### config.mk
export PLATFORM = sky130hd
export DESIGN_NAME = sticker_scan_sequencer
export DESIGN_NICKNAME = d
export VERILOG_FILES = /design/src/rtl/cube_pkg.sv /design/src/rtl/color_vote.sv /design/src/rtl/sticker_scan_sequencer.sv
export SDC_FILE = /design/constraint.sdc
export NUM_CORES = 1
export LEC_CHECK = 0
export CORE_ASPECT_RATIO = 0.75
export CORE_MARGIN = 2
export CORE_UTILIZATION = 56
export DETAILED_ROUTE_END_ITERATION = 7
export DONT_BUFFER_PORTS = 1
export GPL_TIMING_DRIVEN = 0
export HOLD_SLACK_MARGIN = 0.12
export PLACE_DENSITY = 0.71
export SLEW_MARGIN = 10
export SYNTH_ARGS = -nofsm -noshare
export SYNTH_HDL_FRONTEND = slang
export SYNTH_SLANG_ARGS = --single-unit
### constraint.sdc
create_clock -name clock -period 9.8 [get_ports clock]
set_input_delay 0.98 -clock clock [delete_from_list [all_inputs] [get_ports clock]]
set_output_delay 0.98 -clock clock [all_outputs]
set_load 0.005 [all_outputs]
### src/rtl/cube_pkg.sv
// Shared cube colour codes, centre layout and scan FSM encoding
// for the sticker scan sequencer and its voting helper.
package cube_pkg;

   localparam int COLOR_W = 3;

   localparam logic [COLOR_W-1:0] C_W    = 3'd0;
   localparam logic [COLOR_W-1:0] C_O    = 3'd1;
   localparam logic [COLOR_W-1:0] C_G    = 3'd2;
   localparam logic [COLOR_W-1:0] C_R    = 3'd3;
   localparam logic [COLOR_W-1:0] C_B    = 3'd4;
   localparam logic [COLOR_W-1:0] C_Y    = 3'd5;
   localparam logic [COLOR_W-1:0] C_NULL = 3'd7;

   localparam logic [6*COLOR_W-1:0] CENTRE_INIT =
      {C_Y, C_B, C_R, C_G, C_O, C_W};

   typedef enum logic [3:0] {
      S_IDLE,
      S_REQ,
      S_WAITMV,
      S_WAITST,
      S_SAMPLE,
      S_VOTE,
      S_STORE,
      S_FINAL,
      S_CHECK,
      S_DONE
   } scan_state_e;

endpackage

### src/rtl/color_vote.sv
// Combinational plurality vote over the colour sample slots.
// NULL samples never score; ties resolve to the lowest slot.
module color_vote #(
   parameter int COLOR_W = 3,
   parameter int VOTES   = 4,
   parameter int CNT_W   = $clog2(VOTES + 1)
) (
   input  logic [VOTES*COLOR_W-1:0] slots_i,
   input  logic [VOTES-1:0]         valid_i,
   output logic [COLOR_W-1:0]       winner_o,
   output logic [CNT_W-1:0]         max_count_o
);

   import cube_pkg::*;

   localparam logic [COLOR_W-1:0] NULL_C = COLOR_W'(C_NULL);

   logic [COLOR_W-1:0] a;
   logic [COLOR_W-1:0] b;
   logic [CNT_W-1:0]   cnt;

   always_comb begin
      winner_o    = NULL_C;
      max_count_o = '0;
      a           = '0;
      b           = '0;
      cnt         = '0;
      for (int i = 0; i < VOTES; i++) begin
         a   = slots_i[i*COLOR_W +: COLOR_W];
         cnt = '0;
         for (int j = 0; j < VOTES; j++) begin
            b = slots_i[j*COLOR_W +: COLOR_W];
            if (valid_i[j] && b == a)
               cnt = cnt + CNT_W'(1);
         end
         // strict compare keeps the earliest slot on a tie
         if (valid_i[i] && a != NULL_C && cnt > max_count_o) begin
            max_count_o = cnt;
            winner_o    = a;
         end
      end
   end

endmodule

### src/rtl/sticker_scan_sequencer.sv
// Steps the motor through each sticker, votes colour samples,
// packs the cube state and checks per-colour counts.
module sticker_scan_sequencer #(
   parameter int NUM_STICKERS = 48,
   parameter int COLOR_W      = 3,
   parameter int VOTES        = 4,
   parameter int MAX_RETRY    = 2,
   parameter int STEP_W       = 7
) (
   input  logic                                clock,
   input  logic                                reset_n,
   input  logic                                start,
   input  logic                                abort,
   input  logic [COLOR_W-1:0]                  sensor_color,
   input  logic                                sensor_stable,
   input  logic                                move_done,
   output logic                                move_req,
   output logic [STEP_W-1:0]                   move_step,
   output logic [$clog2(NUM_STICKERS+1)-1:0]   sticker_idx,
   output logic [(NUM_STICKERS+6)*COLOR_W-1:0] state_out,
   output logic                                state_valid,
   output logic                                busy,
   output logic                                vote_fail,
   output logic                                count_error
);

   import cube_pkg::*;

   localparam int IDX_W = $clog2(NUM_STICKERS + 1);
   localparam int K_W   = $clog2(VOTES + 1);
   localparam int R_W   = $clog2(MAX_RETRY + 2);
   localparam int FW    = NUM_STICKERS * COLOR_W;
   localparam int SW    = VOTES * COLOR_W;
   localparam logic [6*COLOR_W-1:0] CENTRES = CENTRE_INIT;

   scan_state_e        state_q, state_d;
   logic [K_W-1:0]     k_q, k_d;
   logic [R_W-1:0]     retry_q, retry_d;
   logic [IDX_W-1:0]   idx_q, idx_d;
   logic [IDX_W-1:0]   chk_q, chk_d;
   logic [SW-1:0]      slots_q, slots_d;
   logic [VOTES-1:0]   valid_q, valid_d;
   logic [FW-1:0]      stk_q, stk_d;
   logic               vfail_q, vfail_d;
   logic               cerr_q, cerr_d;
   logic               seen_q, seen_d;
   logic               fin_q, fin_d;
   logic [IDX_W-1:0]   hist_q [6];
   logic [IDX_W-1:0]   hist_d [6];

   logic [COLOR_W-1:0] winner;
   logic [K_W-1:0]     max_cnt;
   logic [COLOR_W-1:0] store_c;
   logic [COLOR_W-1:0] fld;
   logic               plural;
   logic               bad;

   color_vote #(
      .COLOR_W (COLOR_W),
      .VOTES   (VOTES),
      .CNT_W   (K_W)
   ) u_vote (
      .slots_i     (slots_q),
      .valid_i     (valid_q),
      .winner_o    (winner),
      .max_count_o (max_cnt)
   );

   assign plural  = (int'(max_cnt) >= 2) || (VOTES == 1);
   // without a plurality the most recent sample is kept
   assign store_c = (int'(max_cnt) >= 2) ? winner
                  : slots_q[(VOTES-1)*COLOR_W +: COLOR_W];

   always_ff @(posedge clock or negedge reset_n) begin
      if (!reset_n) begin
         state_q <= S_IDLE;
         k_q     <= '0;
         retry_q <= '0;
         idx_q   <= '0;
         chk_q   <= '0;
         slots_q <= '0;
         valid_q <= '0;
         stk_q   <= '0;
         vfail_q <= 1'b0;
         cerr_q  <= 1'b0;
         seen_q  <= 1'b0;
         fin_q   <= 1'b0;
         for (int c = 0; c < 6; c++) hist_q[c] <= '0;
      end else begin
         state_q <= state_d;
         k_q     <= k_d;
         retry_q <= retry_d;
         idx_q   <= idx_d;
         chk_q   <= chk_d;
         slots_q <= slots_d;
         valid_q <= valid_d;
         stk_q   <= stk_d;
         vfail_q <= vfail_d;
         cerr_q  <= cerr_d;
         seen_q  <= seen_d;
         fin_q   <= fin_d;
         for (int c = 0; c < 6; c++) hist_q[c] <= hist_d[c];
      end
   end

   always_comb begin
      state_d   = state_q;
      k_d       = k_q;
      retry_d   = retry_q;
      idx_d     = idx_q;
      chk_d     = chk_q;
      slots_d   = slots_q;
      valid_d   = valid_q;
      stk_d     = stk_q;
      vfail_d   = vfail_q;
      cerr_d    = cerr_q;
      seen_d    = seen_q;
      fin_d     = fin_q;
      hist_d    = hist_q;
      move_req  = 1'b0;
      move_step = '0;
      fld       = '0;
      bad       = 1'b0;
      if (abort) begin
         state_d = S_IDLE;
         seen_d  = 1'b0;
         fin_d   = 1'b0;
      end else begin
         unique case (state_q)
            S_IDLE, S_DONE: begin
               if (start) begin
                  stk_d   = '0;
                  idx_d   = '0;
                  k_d     = '0;
                  retry_d = '0;
                  valid_d = '0;
                  vfail_d = 1'b0;
                  cerr_d  = 1'b0;
                  state_d = S_REQ;
               end
            end
            S_REQ: begin
               move_req  = 1'b1;
               move_step = (k_q == '0) ? STEP_W'(idx_q)
                         : STEP_W'(NUM_STICKERS + int'(k_q) - 1);
               seen_d    = move_done;
               state_d   = S_WAITMV;
            end
            S_WAITMV: begin
               if (move_done || seen_q) begin
                  seen_d  = 1'b0;
                  state_d = S_WAITST;
               end
            end
            S_WAITST: begin
               if (sensor_stable) state_d = S_SAMPLE;
            end
            S_SAMPLE: begin
               slots_d[int'(k_q)*COLOR_W +: COLOR_W] = sensor_color;
               valid_d[int'(k_q) +: 1] = 1'b1;
               if (int'(k_q) < VOTES - 1) begin
                  k_d     = k_q + K_W'(1);
                  state_d = S_REQ;
               end else begin
                  state_d = S_VOTE;
               end
            end
            S_VOTE: begin
               if (plural) begin
                  state_d = S_STORE;
               end else if (int'(retry_q) < MAX_RETRY) begin
                  retry_d = retry_q + R_W'(1);
                  k_d     = '0;
                  valid_d = '0;
                  state_d = S_REQ;
               end else begin
                  vfail_d = 1'b1;
                  state_d = S_STORE;
               end
            end
            S_STORE: begin
               stk_d   = {stk_q[FW-COLOR_W-1:0], store_c};
               retry_d = '0;
               k_d     = '0;
               valid_d = '0;
               if (int'(idx_q) < NUM_STICKERS)
                  idx_d = idx_q + IDX_W'(1);
               state_d = (int'(idx_q) >= NUM_STICKERS - 1) ? S_FINAL
                                                            : S_REQ;
            end
            S_FINAL: begin
               move_req  = !fin_q;
               move_step = STEP_W'(NUM_STICKERS + VOTES - 1);
               fin_d     = 1'b1;
               if (move_done) begin
                  fin_d   = 1'b0;
                  chk_d   = '0;
                  for (int c = 0; c < 6; c++) hist_d[c] = '0;
                  state_d = S_CHECK;
               end
            end
            S_CHECK: begin
               fld = stk_q[int'(chk_q)*COLOR_W +: COLOR_W];
               for (int c = 0; c < 6; c++)
                  if (fld == COLOR_W'(c))
                     hist_d[c] = hist_q[c] + IDX_W'(1);
               if (int'(chk_q) == NUM_STICKERS - 1) begin
                  for (int c = 0; c < 6; c++)
                     if (hist_d[c] != IDX_W'(NUM_STICKERS / 6))
                        bad = 1'b1;
                  cerr_d  = bad;
                  state_d = S_DONE;
               end else begin
                  chk_d = chk_q + IDX_W'(1);
               end
            end
            default: state_d = S_IDLE;
         endcase
      end
   end

   assign sticker_idx = idx_q;
   assign state_out   = {CENTRES, stk_q};
   assign state_valid = (state_q == S_DONE);
   assign busy        = (state_q != S_IDLE) && (state_q != S_DONE);
   assign vote_fail   = vfail_q;
   assign count_error = cerr_q;

endmodule
==> flow_summary.ini <==
[final_layout]
drive_above_1_share_pct = 9.015
final-instance-count-excl-fill = 1614
layout-area-overhead-vs-synth_pct = 9.794
ff_latch_area_um2 = 5530
final_common_cell = sky130_fd_sc_hd__dfrtp_1
layout.cells.most_common_list = sky130_fd_sc_hd__dfrtp_1 (221), sky130_fd_sc_hd__a22o_1 (144), sky130_fd_sc_hd__nand2_1 (103)
final_nets = 1351
area_taken_by_multi_input_logic_gates_um2 = 6446
n_antenna_cell = 0
fillerInstances = 1857

[clock_network]
root_buffer = sky130_fd_sc_hd__clkbuf_16
clock_tree.buffer_depth = 3
cts_sinks = 221
clk_pin_slew_ns = 0.06
worstSkewPairLatency_ns = 0.51
ctsHtreeMaxLevel = 1
cts.hold.buffers_added = 0
tritoncts = done
number_of_buffers_inserted_during_clock_tree_synthesis = 23
cts_post_setup_buffers_inserted = 0
cts_repair_resize_count = 0

[timing]
setup_violations = 0
rsz_0062_raised_after_global_routing = no
worst_pin_slew_ns = 0.8194
relSlewSlack_pct = 43.96
finalSetupTns_ns = 0
max_freq_mhz = 121.6
final.period_utilization_pct = 83.89
report.final.slew_viol_count = 0
final_period_minus_worst_setup_slack_ns = 8.221
final_hold_viol_count = 0
finalClockSkew_ns = 0.006542

[critical_path]
crit_path_end_kind = flip-flop
rr_endpoint = retry_q[0]$_DFFE_PN0P_
cp_data_required_time_ns = 10.20
critPathMaxStageDelay_ns = 0.64
startpoint_type = flip-flop
critPathKind = reg -> reg
r2r_start = slots_q[0]$_DFFE_PN0P_
critPathMaxFanout = 10
timing.critical_path.arrival_ns = 8.62
crit_path_frequent_cell = sky130_fd_sc_hd__ha_1
slowest_stage = sky130_fd_sc_hd__a311oi_2
reg2regPathDepth = 30
ff2ff_setup_slack_ns = 1.58

[die]
initial_cell_density_of_the_core_pct = 57.08
die-area_um2 = 23770
dieWidth_um = 177.4
design.portCount = 189
die_h_um = 134.0
rows = 47
core-area_um2 = 22110

[synth]
synth_cell_types = 79
ys_seq_elements = 221
avgSynthCellArea_um2 = 10.00
ys.warnings.count = 0
synth_sequential_area_ratio_pct = 43.81
count_of_flip_flops_with_a_built_in_enable_after_synthesis = 0
synth_async_reset_ratio_pct = 100.0
synth_top_flop_cell = sky130_fd_sc_hd__dfrtp_1
synth_area_um2 = 12620
postSynthCellCount = 1262

[detailed_routing]
avgViaCountPerCell = 6.475
routedWlPerCell_um = 21.79
route.detailed.drc = 0
detailroute.via_count = 10450
detail-route-antenna-nets = 0
drt-initial-drc-count = 1209
postRouteWirelength_um = 35170
drt_pre_antenna_iters = 5

[power]
p_per_area_nw_per_um2 = 175.7
power.combinational.fraction_pct = 23.0
ir_drop_mv = 0.1279
clock_power_share_pct = 38.3
cell_internal_pwr_mw = 1.665
power_switching_share_pct = 31.62
total_switching_power_uw = 770.0
power_frac_seq_pct = 38.7
static-leakage-power_nw = 6.055

[global_route]
maximum_number_of_pins_on_one_net_before_global_route_repair = 222
total_gr_overflow = 0
grt_util_all_layers_pct = 29.66
initial_antenna_violation_count = 0
first_global_vias = 9642
grt_pass1_wl_um = 55990

[hold_path]
worst_hold_path_type = in -> async

[flow_run]
max_cap_viol_count = 0

[placed_design]
place_inst = 1573
dp_hpwl_um = 25110
placement.io_buffers = 0
place.gp.congestion = 0.9054

[outcome]
status = finished, final reports clean
==> critical path: cells and delay by family, from the launching register on <==
family | cells | cell delay (ns)
multiplexers | 3 | 1.04
AO/OA/AOI/OAI | 10 | 2.46
buffers and inverters | 2 | 0.28
AND/OR/NAND/NOR | 8 | 1.79
XOR/XNOR | 2 | 0.50
adder cells (fa/ha/maj) | 5 | 1.66
flip-flops | 1 | 0.36
==> logic make-up after synthesis <==
group | share of synthesized area, %
adders and majority gates | 3.846
and+or+nand+nor | 13.98
DFF | 43.81
other | 0.05950
AOI/OAI and AO/OA | 22.07
buffers and inverters | 5.670
muxes | 7.375
xor gates and xnor gates | 3.192
==> power by group through the flow <==
stage | registers, mW | clock network [mW] | logic [mW]
after floorplan | 0.954 | 0 | 0.410
after global placement | 0.958 | 0 | 0.535
after detailed placement | 0.958 | 0 | 0.546
after CTS | 0.941 | 0.949 | 0.549
after global routing | 0.943 | 0.983 | 0.620
final | 0.942 | 0.932 | 0.560
==> worst max path at each step <==
stage	to	slack, ns	startpoint
floorplan	retry_q[1]$_DFFE_PN0P_	2.36	slots_q[0]$_DFFE_PN0P_
global placement	retry_q[0]$_DFFE_PN0P_	1.50	slots_q[0]$_DFFE_PN0P_
detailed placement	retry_q[0]$_DFFE_PN0P_	1.29	slots_q[0]$_DFFE_PN0P_
CTS	retry_q[0]$_DFFE_PN0P_	1.26	slots_q[0]$_DFFE_PN0P_
global route	retry_q[0]$_DFFE_PN0P_	0.95	slots_q[0]$_DFFE_PN0P_
finish	retry_q[0]$_DFFE_PN0P_	1.58	slots_q[0]$_DFFE_PN0P_
==> final cells by class <==
type	instances	share of cell area, %
clock inverter	14	1.282
buffer	116	4.270
sequential	221	39.91
tap	294	2.654
inverter	33	0.8938
clock buffer	27	4.478
multi-input combinational	909	46.51
==> per-stage QoR <==
step / instance area, µm² / hold WS, ns / utilization, % / setup slack (ns) / power, mW
floorplan: 12690 / 0.4753 / - / 2.361 / 1.364
global placement: 13050 / 0.4948 / 59.04 / 1.504 / 1.493
detailed placement: 13050 / 0.5057 / 59.04 / 1.291 / 1.504
CTS: 13850 / 0.1497 / 62.65 / 1.258 / 2.440
global route: 13860 / 0.1494 / 62.68 / 0.9453 / 2.546
finish: 13860 / 0.1641 / 62.68 / 1.579 / 2.435
==> registers in the layout, summed over array words and instances, names as in the netlist, 2 cells and up <==
name and flops:
retry_q 2, slots_q 12, k_q 3, sticker_idx 6, chk_q 6, valid_q 4, state_q 4, stk_q 144
hist_q 36
==> per-layer routing <==
| layer | vias to the layer above | wire length (µm) | track usage, % |
|---|---|---|---|
| met4 | 0 | 534 | 5.647 |
| met3 | 40 | 3770 | 9.495 |
| met1 | 5155 | 16160 | 46.19 |
| met5 | - | 0 | 0 |
| met2 | 489 | 14710 | 40.40 |
| li1 | 4766 | - | - |
==> synthesized netlist by cell type (4+ instances only) <==
library cell                  n  area [µm²]
sky130_fd_sc_hd__dfrtp_1    221        5530
sky130_fd_sc_hd__a22o_1     144        1261
sky130_fd_sc_hd__nand2_1    103       386.6
sky130_fd_sc_hd__o21ai_0     80       400.4
sky130_fd_sc_hd__clkbuf_1    72       270.3
sky130_fd_sc_hd__nor2_1      63       236.5
sky130_fd_sc_hd__mux2i_1     57       570.6
sky130_fd_sc_hd__nand3_1     50       250.2
sky130_fd_sc_hd__a21oi_1     47       235.2
sky130_fd_sc_hd__ha_1        38       475.5
sky130_fd_sc_hd__inv_1       32       120.1
sky130_fd_sc_hd__xnor2_1     29       254.0
sky130_fd_sc_hd__buf_4       22       165.2
sky130_fd_sc_hd__nand4_1     22       137.6
sky130_fd_sc_hd__nor3_1      22       110.1
sky130_fd_sc_hd__a22oi_1     17       127.6
sky130_fd_sc_hd__xor2_1      17       148.9
sky130_fd_sc_hd__and3_1      13       81.33
sky130_fd_sc_hd__buf_2       13       65.06
sky130_fd_sc_hd__mux4_2      11       247.7
sky130_fd_sc_hd__nor2b_1     11       68.82
sky130_fd_sc_hd__o31ai_1     11       82.58
sky130_fd_sc_hd__a32o_1      10       100.1
sky130_fd_sc_hd__mux2_2      10       112.6
sky130_fd_sc_hd__nor4_1      10       62.56
sky130_fd_sc_hd__a31oi_1      9       56.30
sky130_fd_sc_hd__and4_1       8       70.07
sky130_fd_sc_hd__nand2b_1     8       50.05
sky130_fd_sc_hd__and2_1       7       43.79
sky130_fd_sc_hd__o211ai_1     7       52.55
sky130_fd_sc_hd__a211oi_1     6       45.04
sky130_fd_sc_hd__nand3b_1     5       37.54
sky130_fd_sc_hd__or2_2        5       31.28
sky130_fd_sc_hd__a2bb2oi_1    4       35.03
sky130_fd_sc_hd__buf_6        4       45.04
sky130_fd_sc_hd__o2111ai_1    4       35.03
sky130_fd_sc_hd__o22ai_1      4       25.02
Power figures use the tool's default switching activity.
